==> src/rtl/sdio_host_cmd_sequencer_if.sv <==
// User-side CMD52 request/response channel of the SDIO host command sequencer.
// The master modport belongs to the requester, the slave modport to the sequencer.
interface sdio_host_cmd_sequencer_if;
    logic        req_valid;
    logic        req_ready;
    logic        req_write;
    logic [2:0]  req_function;
    logic [16:0] req_address;
    logic [7:0]  req_wdata;
    logic        rsp_valid;
    logic [7:0]  rsp_data;
    logic [7:0]  rsp_flags;
    logic        rsp_error;

    modport master (
        output req_valid, req_write, req_function, req_address, req_wdata,
        input  req_ready, rsp_valid, rsp_data, rsp_flags, rsp_error
    );

    modport slave (
        input  req_valid, req_write, req_function, req_address, req_wdata,
        output req_ready, rsp_valid, rsp_data, rsp_flags, rsp_error
    );
endinterface

==> src/rtl/sdio_host_cmd_sequencer.sv <==
// SDIO host command-line initiator: CMD5/CMD3/CMD7 card bring-up, then single
// CMD52 register accesses, with response timeout and R4/R6/R1/R5 flag checks.
module sdio_host_cmd_sequencer #(
    parameter int TIMEOUT_CYCLES = 1024,
    parameter int CMD5_RETRIES   = 100
) (
    input  logic                            clock,
    input  logic                            reset,
    input  logic                            start_init,
    sdio_host_cmd_sequencer_if.slave        user,
    output logic                            card_ready,
    output logic                            init_error,
    output logic [15:0]                     card_rca,
    output logic [2:0]                      card_num_functions,
    output logic [37:0]                     cmd_data,
    output logic                            cmd_strobe,
    input  logic                            send_command_in_progress,
    input  logic [37:0]                     resp_data,
    input  logic                            resp_strobe,
    input  logic                            resp_error
);

    typedef enum logic [2:0] {
        ST_IDLE      = 3'd0,
        ST_ISSUE     = 3'd1,
        ST_TX        = 3'd2,
        ST_WAIT_RESP = 3'd3,
        ST_EVAL      = 3'd4
    } state_t;

    typedef enum logic [1:0] {
        OP_CMD5  = 2'd0,
        OP_CMD3  = 2'd1,
        OP_CMD7  = 2'd2,
        OP_CMD52 = 2'd3
    } op_t;

    localparam logic [15:0] TIMEOUT_LAST = 16'(TIMEOUT_CYCLES - 1);
    localparam logic [7:0]  RETRY_LIMIT  = 8'(CMD5_RETRIES);

    function automatic logic [37:0] build_cmd(
        input op_t         op,
        input logic [15:0] rca,
        input logic        wr,
        input logic [2:0]  fn,
        input logic [16:0] addr,
        input logic [7:0]  wdata
    );
        logic [37:0] word;
        case (op)
            OP_CMD5:  word = {6'd5, 8'h00, 24'h3C_0000};
            OP_CMD3:  word = {6'd3, 32'h0000_0000};
            OP_CMD7:  word = {6'd7, rca, 16'h0000};
            OP_CMD52: word = {6'd52, wr, fn, 1'b0, 1'b0, addr, 1'b0, (wr ? wdata : 8'h00)};
            default:  word = 38'h0;
        endcase
        return word;
    endfunction

    // R5 flags that make a CMD52 access fail: COM_CRC, ILLEGAL_CMD, ERROR, FUNC_NUM, OUT_OF_RANGE
    function automatic logic r5_flag_err(input logic [7:0] flags);
        return flags[7] | flags[6] | flags[3] | flags[1] | flags[0];
    endfunction

    state_t      state_r, state_nxt_s;
    op_t         op_r, op_nxt_s;
    logic [37:0] cmd_data_r, cmd_word_s;
    logic        cmd_strobe_r;
    logic        tx_first_r;
    logic [15:0] timer_r;
    logic [7:0]  retry_r;
    logic [37:0] resp_r;
    logic        resp_err_r;
    logic        timeout_r;
    logic        card_ready_r;
    logic        init_error_r;
    logic [15:0] card_rca_r;
    logic [2:0]  card_fn_r;
    logic        rsp_valid_r;
    logic [7:0]  rsp_data_r;
    logic [7:0]  rsp_flags_r;
    logic        rsp_error_r;

    logic req_ready_s;
    logic issue_s, latch_resp_s, timeout_hit_s;
    logic clr_init_s, init_fail_s, init_done_s;
    logic retry_inc_s, latch_fn_s, latch_rca_s;
    logic rsp_fire_s, rsp_err_s;
    logic unused_resp_s;

    assign req_ready_s   = (state_r == ST_IDLE) && card_ready_r && !start_init;
    assign unused_resp_s = ^resp_r;

    // Next-state, op sequencing and bring-up decisions
    always_comb begin
        state_nxt_s   = state_r;
        op_nxt_s      = op_r;
        issue_s       = 1'b0;
        latch_resp_s  = 1'b0;
        timeout_hit_s = 1'b0;
        clr_init_s    = 1'b0;
        init_fail_s   = 1'b0;
        init_done_s   = 1'b0;
        retry_inc_s   = 1'b0;
        latch_fn_s    = 1'b0;
        latch_rca_s   = 1'b0;
        case (state_r)
            ST_IDLE: begin
                if (start_init) begin
                    clr_init_s  = 1'b1;
                    op_nxt_s    = OP_CMD5;
                    issue_s     = 1'b1;
                    state_nxt_s = ST_ISSUE;
                end else if (user.req_valid && req_ready_s) begin
                    op_nxt_s    = OP_CMD52;
                    issue_s     = 1'b1;
                    state_nxt_s = ST_ISSUE;
                end else begin
                    state_nxt_s = ST_IDLE;
                end
            end
            ST_ISSUE: state_nxt_s = ST_TX;
            ST_TX: begin
                // first TX cycle gives the transmitter time to raise its busy flag
                if (!tx_first_r && !send_command_in_progress) begin
                    state_nxt_s = ST_WAIT_RESP;
                end else begin
                    state_nxt_s = ST_TX;
                end
            end
            ST_WAIT_RESP: begin
                if (resp_strobe) begin
                    latch_resp_s = 1'b1;
                    state_nxt_s  = ST_EVAL;
                end else if (timer_r == TIMEOUT_LAST) begin
                    timeout_hit_s = 1'b1;
                    state_nxt_s   = ST_EVAL;
                end else begin
                    state_nxt_s = ST_WAIT_RESP;
                end
            end
            ST_EVAL: begin
                state_nxt_s = ST_IDLE;
                case (op_r)
                    OP_CMD5: begin
                        if (timeout_r || resp_err_r || (resp_r[37:32] != 6'h3F)) begin
                            init_fail_s = 1'b1;
                        end else if (resp_r[31]) begin
                            latch_fn_s  = 1'b1;
                            op_nxt_s    = OP_CMD3;
                            issue_s     = 1'b1;
                            state_nxt_s = ST_ISSUE;
                        end else if ((retry_r + 8'd1) == RETRY_LIMIT) begin
                            init_fail_s = 1'b1;
                        end else begin
                            retry_inc_s = 1'b1;
                            op_nxt_s    = OP_CMD5;
                            issue_s     = 1'b1;
                            state_nxt_s = ST_ISSUE;
                        end
                    end
                    OP_CMD3: begin
                        if (timeout_r || resp_err_r || (resp_r[37:32] != 6'd3) || (resp_r[15:13] != 3'b000)) begin
                            init_fail_s = 1'b1;
                        end else begin
                            latch_rca_s = 1'b1;
                            op_nxt_s    = OP_CMD7;
                            issue_s     = 1'b1;
                            state_nxt_s = ST_ISSUE;
                        end
                    end
                    OP_CMD7: begin
                        if (timeout_r || resp_err_r || (resp_r[37:32] != 6'd7) ||
                            resp_r[23] || resp_r[22] || resp_r[19]) begin
                            init_fail_s = 1'b1;
                        end else begin
                            init_done_s = 1'b1;
                        end
                    end
                    OP_CMD52: state_nxt_s = ST_IDLE;
                    default:  state_nxt_s = ST_IDLE;
                endcase
            end
            default: state_nxt_s = ST_IDLE;
        endcase
        // CMD7 issued straight out of CMD3 evaluation takes the RCA before it is registered
        cmd_word_s = build_cmd(op_nxt_s, (latch_rca_s ? resp_r[31:16] : card_rca_r),
                               user.req_write, user.req_function, user.req_address, user.req_wdata);
    end

    // CMD52 result decode, taken from the live response so rsp_valid follows resp_strobe by one cycle
    always_comb begin
        rsp_fire_s = (op_r == OP_CMD52) && (latch_resp_s || timeout_hit_s);
        if (latch_resp_s) begin
            rsp_err_s = resp_error || (resp_data[37:32] != 6'd52) || r5_flag_err(resp_data[15:8]);
        end else begin
            rsp_err_s = 1'b1;
        end
    end

    // State and op registers
    always_ff @(posedge clock or posedge reset) begin
        if (reset) begin
            state_r <= ST_IDLE;
            op_r    <= OP_CMD5;
        end else begin
            state_r <= state_nxt_s;
            op_r    <= op_nxt_s;
        end
    end

    // Command word register and one-cycle transmit strobe
    always_ff @(posedge clock or posedge reset) begin
        if (reset) begin
            cmd_data_r   <= 38'h0;
            cmd_strobe_r <= 1'b0;
            tx_first_r   <= 1'b0;
        end else begin
            cmd_strobe_r <= issue_s;
            tx_first_r   <= (state_r == ST_ISSUE);
            if (issue_s) begin
                cmd_data_r <= cmd_word_s;
            end
        end
    end

    // Saturating response timer
    always_ff @(posedge clock or posedge reset) begin
        if (reset) begin
            timer_r <= 16'h0000;
        end else if ((state_r == ST_TX) && (state_nxt_s == ST_WAIT_RESP)) begin
            timer_r <= 16'h0000;
        end else if ((state_r == ST_WAIT_RESP) && (timer_r != 16'hFFFF)) begin
            timer_r <= timer_r + 16'd1;
        end
    end

    // Response capture for bring-up evaluation
    always_ff @(posedge clock or posedge reset) begin
        if (reset) begin
            resp_r     <= 38'h0;
            resp_err_r <= 1'b0;
            timeout_r  <= 1'b0;
        end else if (latch_resp_s) begin
            resp_r     <= resp_data;
            resp_err_r <= resp_error;
            timeout_r  <= 1'b0;
        end else if (timeout_hit_s) begin
            resp_r     <= 38'h0;
            resp_err_r <= 1'b0;
            timeout_r  <= 1'b1;
        end
    end

    // Bring-up status, retry counter and card identity
    always_ff @(posedge clock or posedge reset) begin
        if (reset) begin
            card_ready_r <= 1'b0;
            init_error_r <= 1'b0;
            retry_r      <= 8'h00;
            card_rca_r   <= 16'h0000;
            card_fn_r    <= 3'd0;
        end else if (clr_init_s) begin
            card_ready_r <= 1'b0;
            init_error_r <= 1'b0;
            retry_r      <= 8'h00;
        end else begin
            if (init_fail_s) init_error_r <= 1'b1;
            if (init_done_s) card_ready_r <= 1'b1;
            if (retry_inc_s) retry_r      <= retry_r + 8'd1;
            if (latch_fn_s)  card_fn_r    <= resp_r[30:28];
            if (latch_rca_s) card_rca_r   <= resp_r[31:16];
        end
    end

    // CMD52 result port
    always_ff @(posedge clock or posedge reset) begin
        if (reset) begin
            rsp_valid_r <= 1'b0;
            rsp_data_r  <= 8'h00;
            rsp_flags_r <= 8'h00;
            rsp_error_r <= 1'b0;
        end else begin
            rsp_valid_r <= rsp_fire_s;
            if (rsp_fire_s) begin
                rsp_data_r  <= latch_resp_s ? resp_data[7:0]  : 8'h00;
                rsp_flags_r <= latch_resp_s ? resp_data[15:8] : 8'h00;
                rsp_error_r <= rsp_err_s;
            end
        end
    end

    assign user.req_ready      = req_ready_s;
    assign user.rsp_valid      = rsp_valid_r;
    assign user.rsp_data       = rsp_data_r;
    assign user.rsp_flags      = rsp_flags_r;
    assign user.rsp_error      = rsp_error_r;
    assign card_ready          = card_ready_r;
    assign init_error          = init_error_r;
    assign card_rca            = card_rca_r;
    assign card_num_functions  = card_fn_r;
    assign cmd_data            = cmd_data_r;
    assign cmd_strobe          = cmd_strobe_r;

endmodule
==> src/flat_wrapper.sv <==
// flat-port wrapper written by rule: the top's interface ports become plain ports
module sdio_host_cmd_sequencer_flat 
#(
    parameter int TIMEOUT_CYCLES = 1024,
    parameter int CMD5_RETRIES   = 100
)
  (clock, reset, start_init, card_ready, init_error, card_rca, card_num_functions, cmd_data, cmd_strobe, send_command_in_progress, resp_data, resp_strobe, resp_error, user_req_valid, user_req_write, user_req_function, user_req_address, user_req_wdata, user_req_ready, user_rsp_valid, user_rsp_data, user_rsp_flags, user_rsp_error);
  sdio_host_cmd_sequencer_if user_i ();
  input  logic clock;
  input  logic reset;
  input  logic start_init;
  output logic card_ready;
  output logic init_error;
  output logic [15:0] card_rca;
  output logic [2:0] card_num_functions;
  output logic [37:0] cmd_data;
  output logic cmd_strobe;
  input  logic send_command_in_progress;
  input  logic [37:0] resp_data;
  input  logic resp_strobe;
  input  logic resp_error;
  input wire logic [$bits(user_i.req_valid)-1:0] user_req_valid;
  input wire logic [$bits(user_i.req_write)-1:0] user_req_write;
  input wire logic [$bits(user_i.req_function)-1:0] user_req_function;
  input wire logic [$bits(user_i.req_address)-1:0] user_req_address;
  input wire logic [$bits(user_i.req_wdata)-1:0] user_req_wdata;
  output wire logic [$bits(user_i.req_ready)-1:0] user_req_ready;
  output wire logic [$bits(user_i.rsp_valid)-1:0] user_rsp_valid;
  output wire logic [$bits(user_i.rsp_data)-1:0] user_rsp_data;
  output wire logic [$bits(user_i.rsp_flags)-1:0] user_rsp_flags;
  output wire logic [$bits(user_i.rsp_error)-1:0] user_rsp_error;
  assign user_i.req_valid = user_req_valid;
  assign user_i.req_write = user_req_write;
  assign user_i.req_function = user_req_function;
  assign user_i.req_address = user_req_address;
  assign user_i.req_wdata = user_req_wdata;
  assign user_req_ready = user_i.req_ready;
  assign user_rsp_valid = user_i.rsp_valid;
  assign user_rsp_data = user_i.rsp_data;
  assign user_rsp_flags = user_i.rsp_flags;
  assign user_rsp_error = user_i.rsp_error;
  sdio_host_cmd_sequencer #(.TIMEOUT_CYCLES(TIMEOUT_CYCLES), .CMD5_RETRIES(CMD5_RETRIES)) u_core (.clock(clock), .reset(reset), .start_init(start_init), .user(user_i), .card_ready(card_ready), .init_error(init_error), .card_rca(card_rca), .card_num_functions(card_num_functions), .cmd_data(cmd_data), .cmd_strobe(cmd_strobe), .send_command_in_progress(send_command_in_progress), .resp_data(resp_data), .resp_strobe(resp_strobe), .resp_error(resp_error));
endmodule
==> config.mk <==
export PLATFORM = sky130hd
export DESIGN_NAME = sdio_host_cmd_sequencer_flat
export DESIGN_NICKNAME = d
export VERILOG_FILES = /design/src/rtl/sdio_host_cmd_sequencer_if.sv /design/src/rtl/sdio_host_cmd_sequencer.sv /design/src/flat_wrapper.sv
export SDC_FILE = /design/constraint.sdc
export NUM_CORES = 1
export LEC_CHECK = 0
export ABC_AREA = 1
export ABC_CLOCK_PERIOD_IN_PS = 4900
export CAP_MARGIN = 25
export CORE_UTILIZATION = 39
export CTS_CLUSTER_SIZE = 12
export DETAILED_ROUTE_END_ITERATION = 10
export PLACE_DENSITY = 0.77
export SKIP_CTS_REPAIR_TIMING = 1
export SKIP_LAST_GASP = 1
export SYNTH_ARGS = -nofsm -noshare
export SYNTH_HDL_FRONTEND = slang
export SYNTH_SLANG_ARGS = --single-unit
==> constraint.sdc <==
create_clock -name clock -period 4.9 [get_ports clock]
set_clock_uncertainty 0.1 [all_clocks]
set_input_delay 1.47 -clock clock [delete_from_list [all_inputs] [get_ports clock]]
set_output_delay 1.47 -clock clock [all_outputs]
set_load 0.1 [all_outputs]
==> results.py <==
metrics = {
    "status": {
        "outcome": "complete, no violations",
    },
    "die": {
        "initial_core_util_pct": 40.41,
        "die_area_um2": 16430,
        "die_h_um": 128.2,
        "row_count": 45,
        "io-pin-count": 153,
        "coreArea_um2": 15370,
        "die_x_um": 128.2,
    },
    "grt": {
        "grt_max_degree": 74,
        "grt_usage_pct": 21.49,
        "grt_pass1_vias": 5521,
        "grt_antenna_before_repair": 1,
        "overflow": 0,
        "grt_pass1_wl_mm": 27.28,
    },
    "timing": {
        "rsz0062_at_grt": "no",
        "fin_crit_ns": 4.362,
        "slew_viol_final": 0,
        "setup_viol": 0,
        "slew_headroom_pct": 29.21,
        "tightest_slew_ns": 1.059,
        "fmax_ghz": 0.2293,
        "finalCritPeriodShare_pct": 89.01,
        "setup_tns_ns": 0,
        "timing.final.ws_setup_ns": 0.5385,
        "holdWs_ns": 0.3713,
        "finalHoldViolations": 0,
    },
    "yosys": {
        "yosysWarnings": 0,
        "synth_area_um2": 6211,
        "ys.flop_type": "dfrtp_1",
        "synth.avg_cell_area_um2": 8.162,
        "synth_seq_area_share_pct": 53.18,
        "async_reset_ff_share_pct": 100.0,
        "synthCells": 761,
        "synth_seq_cells": 132,
        "synth_edf_count": 0,
        "ys_types": 40,
    },
    "worst_setup_path": {
        "rr_endpoint": "u_core.cmd_data[6]$_DFFE_PP0P_",
        "path_cells": "clkdlybuf4s50_1, inv_1, nor2_1, inv_2, nand2_1, a31oi_1, ha_1, buf_4, inv_1, nor2_1, nand2_1, nor2_1, nand2_2, nand2_1",
        "startpoint_type": "primary input",
        "endpoint": "u_core.cmd_data[6]$_DFFE_PP0P_",
        "end_kind": "register",
        "cp_max_fo": 12,
        "crit_type": "primary input to register",
        "rr_worst_depth": 13,
        "reg2reg_slack_ns": 1.14,
        "r2r_start": "u_core.resp_r[36]$_DFFE_PP0P_",
        "slowest_stage": "nor2_1",
        "startpoint": "start_init",
        "max_stage_delay_ns": 0.58,
        "worstPathArrival_ns": 4.62,
        "worstPathRequired_ns": 5.15,
    },
    "cells_and_area": {
        "post-route-util_pct": 55.18,
        "n_antenna_cell": 0,
        "nNetsFinal": 996,
        "multi_input_area_um2": 2430,
        "area_growth_pct": 36.56,
        "layout-drive-gt1-share_pct": 7.443,
        "n_fill_cell": 1358,
        "ff_latch_area_um2": 3303,
    },
    "flow_run": {
        "max_cap_viol_count": 0,
    },
    "worst_hold_path": {
        "hold_class": "register to register",
    },
    "clock_network": {
        "clockBufferDepth": 2,
        "clock_latency_ns": 0.42,
        "clkTransAtPathRegs_ns": 0.06,
        "cts_made_buffers": 17,
        "cts-root-buf": "clkbuf_16",
        "htreeDepth": 4,
        "cts_tree": "yes",
        "clkSinkCount": 132,
    },
    "routing": {
        "dr_total_vias": 5477,
        "drc": 0,
        "first_pass_iters": 5,
        "drt_wl_total_mm": 16.52,
        "ant_nets": 0,
        "via_per_inst": 4.813,
        "wl_per_cell_um": 14.51,
        "drtIter0Drc": 520,
    },
    "placed_design": {
        "port_buffers": 150,
        "dp_hpwl_mm": 11.75,
        "place.gp.congestion": 0.8670,
        "place_ws_ns": 0.1278,
    },
    "power": {
        "power_frac_seq_pct": 38.1,
        "cell_internal_pwr_w": 0.002262,
        "p_switching_w": 0.001351,
        "p_leak_nw": 4.153,
        "swShare_pct": 37.40,
        "p_per_area_nw_per_um2": 426.0,
        "clockPowerShare_pct": 32.6,
        "power_frac_comb_pct": 29.3,
        "ir_drop_mv": 0.2795,
    },
}
-- per-layer routing --
metal,track usage (%),routed length (um),vias to the layer above
met2,34.91,7801,175
met4,6.851,265,2
met3,5.718,1086,26
met1,27.90,7350,2559
li1,-,-,2715
met5,0,13,-
-- worst max-delay path, delay by kind of cell --
kind | cells | cell delay, ns
AOI/OAI and AO/OA | 1 | 0.42
adders and majority gates | 1 | 0.22
buffers and inverters | 5 | 0.98
and+or+nand+nor | 7 | 1.53
-- power by group through the flow --
stage	Clock [W]	Sequential, W	Combinational (W)
floorplan	0	0.00173	0.000415
global placement	0	0.00139	0.00104
detailed placement	0	0.00139	0.00106
CTS	0.00119	0.00138	0.00107
global route	0.00124	0.00140	0.00114
finish	0.00118	0.00138	0.00106
-- worst min path at each step --
stage / from / end / slack (ns) / cells past startpoint
detailed placement: u_core.user.rsp_data[0]$_DFFE_PP0P_ / u_core.user.rsp_data[0]$_DFFE_PP0P_ / 0.36 / 2
floorplan: u_core.resp_r[32]$_DFFE_PP0P_ / u_core.resp_r[32]$_DFFE_PP0P_ / 0.37 / 2
global route: u_core.user.rsp_data[5]$_DFFE_PP0P_ / u_core.user.rsp_data[5]$_DFFE_PP0P_ / 0.39 / 2
global placement: u_core.user.rsp_data[2]$_DFFE_PP0P_ / u_core.user.rsp_data[2]$_DFFE_PP0P_ / 0.35 / 2
CTS: u_core.user.rsp_data[0]$_DFFE_PP0P_ / u_core.user.rsp_data[0]$_DFFE_PP0P_ / 0.37 / 2
finish: u_core.user.rsp_data[4]$_DFFE_PP0P_ / u_core.user.rsp_data[4]$_DFFE_PP0P_ / 0.37 / 2
-- cell families (layout without fill, tap and decap cells) --
logic type / after synthesis / count (layout) / share of synthesized area, %
and+or+nand+nor: 423 / 423 / 29.53
adders and majority gates: 8 / 8 / 1.612
other: 1 / 2 / 0.06038
buffers and inverters: 116 / 281 / 7.877
AOI/OAI and AO/OA: 71 / 71 / 6.205
DFF: 132 / 132 / 53.18
xor gates and xnor gates: 10 / 10 / 1.531
-- flip-flops by register name, summed over array words and instances (netlist names), 2 cells and up --
name                       flops
u_core.card_num_functions      3
u_core.card_rca               16
u_core.cmd_data               35
u_core.op_r                    2
u_core.resp_r                 25
u_core.retry_r                 8
u_core.state_r                 3
u_core.timer_r                16
u_core.user.rsp_data           8
u_core.user.rsp_flags          8
-- synthesized netlist by cell type (4+ instances only) --
cell      instances  area [um^2]
nand4_1           6        37.54
nand2_1         250        938.4
xor2_1            7        61.31
a21oi_1           9        45.04
buf_2             7        35.03
clkbuf_1          7        26.28
inv_1            86        322.8
dfrtp_1         132         3303
nor3_1           13        65.06
o21ai_0          38        190.2
o21ai_1          14        70.07
nor2_2            4        25.02
buf_4             6        45.04
nor2_1           41        153.9
nand3_1          87        435.4
ha_1              8        100.1
nand2_2          10        62.56
-- cells in the final DEF (no fill, tap or decap), types with 9 or more instances in the layout --
| cell | synthesis | final |
|---|---|---|
| a21oi_1 | 9 | 9 |
| nand3_1 | 87 | 87 |
| nand2_2 | 10 | 10 |
| clkdlybuf4s50_1 | 0 | 149 |
| nand2_1 | 250 | 250 |
| clkbuf_16 | 0 | 17 |
| o21ai_0 | 38 | 38 |
| nor2_1 | 41 | 40 |
| o21ai_1 | 14 | 14 |
| dfrtp_1 | 132 | 132 |
| inv_1 | 86 | 85 |
| nor3_1 | 13 | 13 |
-- metrics by stage --
step	power (W)	std cells	cell area, um^2
floorplan	0.002141	762	6218
global placement	0.002429	1106	7930
detailed placement	0.002452	1106	7930
CTS	0.003633	1138	8482
global route	0.003787	1138	8482
finish	0.003613	1138	8482
-- final cells by class --
class | instances | share of cell area, %
clock buffer | 24 | 5.915
clock inverter | 8 | 0.5901
inverter | 90 | 4.027
multi-input combinational | 514 | 28.65
sequential | 132 | 38.94
tap | 211 | 3.113
timing repair buffer | 159 | 18.76
Power figures use the tool's default switching activity.
==> edit 1, RTL diff (config.mk and constraints unchanged) <==
The 4 values of `op_t` get a one-hot encoding in 4 bits.
--- a/src/rtl/sdio_host_cmd_sequencer.sv
+++ b/src/rtl/sdio_host_cmd_sequencer.sv
@@ -28,11 +28,11 @@
         ST_EVAL      = 3'd4
     } state_t;
 
-    typedef enum logic [1:0] {
-        OP_CMD5  = 2'd0,
-        OP_CMD3  = 2'd1,
-        OP_CMD7  = 2'd2,
-        OP_CMD52 = 2'd3
+    typedef enum logic [3:0] {
+        OP_CMD5  = 4'b0001,
+        OP_CMD3  = 4'b0010,
+        OP_CMD7  = 4'b0100,
+        OP_CMD52 = 4'b1000
     } op_t;
 
     localparam logic [15:0] TIMEOUT_LAST = 16'(TIMEOUT_CYCLES - 1);
Check against the original RTL: no difference found for any inputs over 10 cycles, from zero or initial values and one cycle with reset high; not proved beyond that.
==> edit 1 against the original RTL <==
  * Power grew 22%
  * Sequential cell count up 2
  * Synthesized area shrank 2.8%
  * Count of clock-buffer cells in the layout shrank 5
  * Global-route usage decreased by 1.2 points
  * Hold slack got worse by 0.0020 ns
  * Synthesized cell count down 8.5%
  * Wire length is 7.7% lower
  * Highest routed layer is now met4
  * Cell area shrank 2.0%
  * Critical endpoint is now user_req_ready
  * Via count down 5.7%
  * Worst setup slack better by 0.32 ns
  * Combinational power up 58%
==> edit 1: results (changes against the original RTL) <==
outcome finished, final reports clean; DP Area 7720 µm² (-2.7%); Worst IR Drop VDD 0.319 mV (+14%); top routing layer used met4; first-pass GRT wire length 25.3 mm (-7.2%); Pleak 3.97 nW (-4.3%); # nets final 927 (-6.9%); Yosys cell types 42 (+5.0%); top post-synthesis cells by area dfrtp_1 55%, nand2_1 13%, nand3_1 4.7%, inv_1 4.4%, o21ai_0 4.1%; largest net degree at the start of global routing 62 (-16%); post-detailed-route wirelength per cell 14.5 µm (about the same); DR iter-0 viols 242 (-53%); pre-CTS setup slack 0.870 ns (+0.743 ns); WP data arrival 2.47 ns (-2.15 ns); Async SR Flop Fraction 100% (unchanged); internal power 2.54 mW (+12%); peak fanout along the critical path 2 (-10); DR WL met2 7.00 mm (-10%); routability cong. 0.829 (-4.3%); hpwl dp 10.9 mm (-7.4%); layout cell share with drive strength beyond 1 9.05% (+1.6 points); PortBufs 150 (unchanged); Total GRT Usage 20.3% (-1.2 points); M1 WL 6.78 mm (-7.8%); DR vias 5163 (-5.7%); top cells by count, synth 206 x nand2_1, 133 x dfrtp_1, 71 x inv_1
## edit 1: final timing paths
check,startpoint,end,slack (ns),cells past startpoint
max reg2reg,u_core.op_r[0],u_core.cmd_data[17],2.37,11
min,u_core.cmd_data[1],u_core.cmd_data[1],0.37,2
min in group asynchronous,reset,u_core.timer_r[7],1.24,2
max,start_init,user_req_ready,0.86,5
min reg2reg,u_core.cmd_data[1],u_core.cmd_data[1],0.37,2
max in group asynchronous,reset,u_core.resp_r[22],2.64,4
## edit 1: final cells by class
class	count	area (µm²)
clock buffers	19	443
inverters	79	303
well taps	188	235
diodes	1	2.50
clock inverters	12	129
fillers	1354	6840
multi-input cells	458	2230
repair buffers	160	1610
flip-flops and latches	134	3350
## edit 1: power by group through the flow
stage	Combinational, mW	Sequential (mW)	Clock (mW)
2_1_floorplan	0.612	2.17	0
3_3_place_gp	1.66	1.51	0
3_5_place_dp	1.67	1.51	0
4_1_cts	1.68	1.50	1.25
5_1_grt	1.80	1.53	1.31
6_report	1.67	1.50	1.23
## edit 1: worst max-delay path: stages
cell,delay [ns]
clkdlybuf4s50_1,0.43
nor2_2,0.13
nand3_2,0.13
inv_1,0.13
buf_12,0.18
## edit 1: kinds of logic after synthesis
kind of cell	count (synthesis)	share of synthesized area [%]
AND/OR/NAND/NOR	356	26.5
XOR/XNOR	11	1.60
AO/OA/AOI/OAI	86	8.10
other	1	0.0621
adder cells (fa/ha/maj)	3	0.622
flip-flops	134	55.5
buffers and inverters	105	7.56
## edit 1: layer usage
metal  track usage, %  vias up
li1                 -     2561
met2             32.0      162
met5                0        -
met3             6.96       22
met4             7.65        0
met1             25.8     2418
## edit 1: through the flow
stage                     std cells  power, mW
final                          1051       4.41
after detailed placement       1018       3.19
after global placement         1018       3.16
after global routing           1050       4.64
after CTS                      1049       4.43
after floorplan                 697       2.78
==> edit 2, RTL diff (same settings) <==
Without the edit above. `TIMEOUT_CYCLES` is set to 1024 in 2 places; all go to 512.
--- a/src/rtl/sdio_host_cmd_sequencer.sv
+++ b/src/rtl/sdio_host_cmd_sequencer.sv
@@ -1,7 +1,7 @@
 // SDIO host command-line initiator: CMD5/CMD3/CMD7 card bring-up, then single
 // CMD52 register accesses, with response timeout and R4/R6/R1/R5 flag checks.
 module sdio_host_cmd_sequencer #(
-    parameter int TIMEOUT_CYCLES = 1024,
+    parameter int TIMEOUT_CYCLES = 512,
     parameter int CMD5_RETRIES   = 100
 ) (
     input  logic                            clock,
--- a/src/flat_wrapper.sv
+++ b/src/flat_wrapper.sv
@@ -1,7 +1,7 @@
 // flat-port wrapper written by rule: the top's interface ports become plain ports
 module sdio_host_cmd_sequencer_flat 
 #(
-    parameter int TIMEOUT_CYCLES = 1024,
+    parameter int TIMEOUT_CYCLES = 512,
     parameter int CMD5_RETRIES   = 100
 )
   (clock, reset, start_init, card_ready, init_error, card_rca, card_num_functions, cmd_data, cmd_strobe, send_command_in_progress, resp_data, resp_strobe, resp_error, user_req_valid, user_req_write, user_req_function, user_req_address, user_req_wdata, user_req_ready, user_rsp_valid, user_rsp_data, user_rsp_flags, user_rsp_error);
Behaviour: same outputs for any inputs over 10 cycles, from zero or initial values and one cycle with reset high; that may be too few to reach the edited logic, so the function may still have changed.
==> edit 2 against the original RTL <==
  * Worst setup slack improved by 0.20 ns
  * Power rose by 2.3%
  * Sequential cell count unchanged
  * Wire length down 4.7%
  * Critical path type is now in2out
  * Non-clock buffer count rose by 1
  * Synthesized area shrank 0.20%
  * Die area decreased by 0.20%
  * Cell area is 0.55% higher
  * Synthesized cell count up 0.39%
==> edit 2: results (changes against the original RTL) <==
DP Area 7910 µm² (-0.22%); Crit path largest cell delay 0.44 ns (-0.14 ns); first-pass GRT wire length 26.1 mm (-4.3%); vias in the first global route 5282 (-4.3%); Detailed Routing Iterations Pass 1 5 (unchanged); hpwl dp 11.0 mm (-6.2%); Pleak 4.05 nW (-2.6%); finished layout cell area 8530 µm² (+0.55%); Crit-path slowest cell clkdlybuf4s50_1; synthesized area per cell 8.11 µm² (-0.59%); # nets final 999 (+0.30%); Final Non-Filler Cells 1141 (+0.26%); routability cong. 0.823 (-5.1%); worst setup path end user_req_ready; yosys warns 0 (unchanged); pre-CTS setup slack 0.745 ns (+0.617 ns); Period Utilization, post-route 84.9% (-4.1 points); starting density of the core 40.3% (-0.081 points); layout cell share with drive strength beyond 1 6.34% (-1.1 points); top post-synthesis cells by area dfrtp_1 53%, nand2_1 15%, nand3_1 6.8%, inv_1 5.5%, o21ai_0 4.2%; beginning of the critical path start_init; diode count 0 (unchanged); peak fanout along the critical path 3 (-9); Hold Slack 0.366 ns (-0.00540 ns); Yosys cell types 35 (-13%); Rel. slew slack 31.6% (+2.4 points); Top Family by Delay on Critical Path buffers and inverters; top cells by count, synth 249 x nand2_1, 132 x dfrtp_1, 91 x inv_1; Worst IR Drop VDD 0.264 mV (-5.6%); final wirelength 15.7 mm (-4.7%); clock buffer count from CTS 17 (unchanged); antenna violations before repair 0 (-1); worst hold start u_core.user.rsp_data[4]; Total GRT Usage 20.6% (-0.93 points); largest net degree at the start of global routing 52 (-30%); worst reg-to-reg setup slack 1.64 ns (+0.50 ns); DR iter-0 viols 274 (-47%); Fillers 1406 (+3.5%); worst r2r src u_core.resp_r[37]; Main synth FF type dfrtp_1; Worst Reg-to-Reg Cells 16 (+3); Hold Crit Depth 2 (unchanged); Seq/Total Area, Yosys 53.3% (+0.11 points); DR vias 5468 (-0.16%); WP data arrival 2.59 ns (-2.03 ns); PortBufs 150 (unchanged); Reg2Reg Capture Point u_core.cmd_data[28]; outcome finished, final reports clean; max FFs per register 35 (unchanged); WHS Endpoint u_core.user.rsp_data[4]
edit 2: logic make-up (layout without fill, tap and decap cells):
kind of cell	count (synthesis)	after routing	share of synthesized area (%)
buf+inv	122	287	8.20
fa+ha+maj	8	8	1.61
other cells	1	2	0.0605
flops	132	132	53.3
xor+xnor	12	12	1.70
simple gates	410	410	28.2
compound gates	79	79	6.90
edit 2: final cells by class:
cell class,count,area share [%]
tap,211,3.10
sequential,132,38.7
inverter,95,4.23
multi-input combinational,511,28.1
timing repair buffer,160,18.9
clock buffer,20,5.47
clock inverter,12,1.51
edit 2: power breakdown:
part / switching [mW] / internal [mW]
clock network: 0.487 / 0.787
registers: 0.0977 / 1.28
logic: 0.770 / 0.274
edit 2: routing by layer:
| metal | up-vias | global-route usage, % | wire [µm] |
|---|---|---|---|
| met5 | - | 0 | 0 |
| met4 | 0 | 6.16 | 219 |
| met3 | 16 | 6.97 | 1050 |
| met2 | 164 | 32.2 | 7340 |
| met1 | 2564 | 27.0 | 7130 |
| li1 | 2724 | - | - |
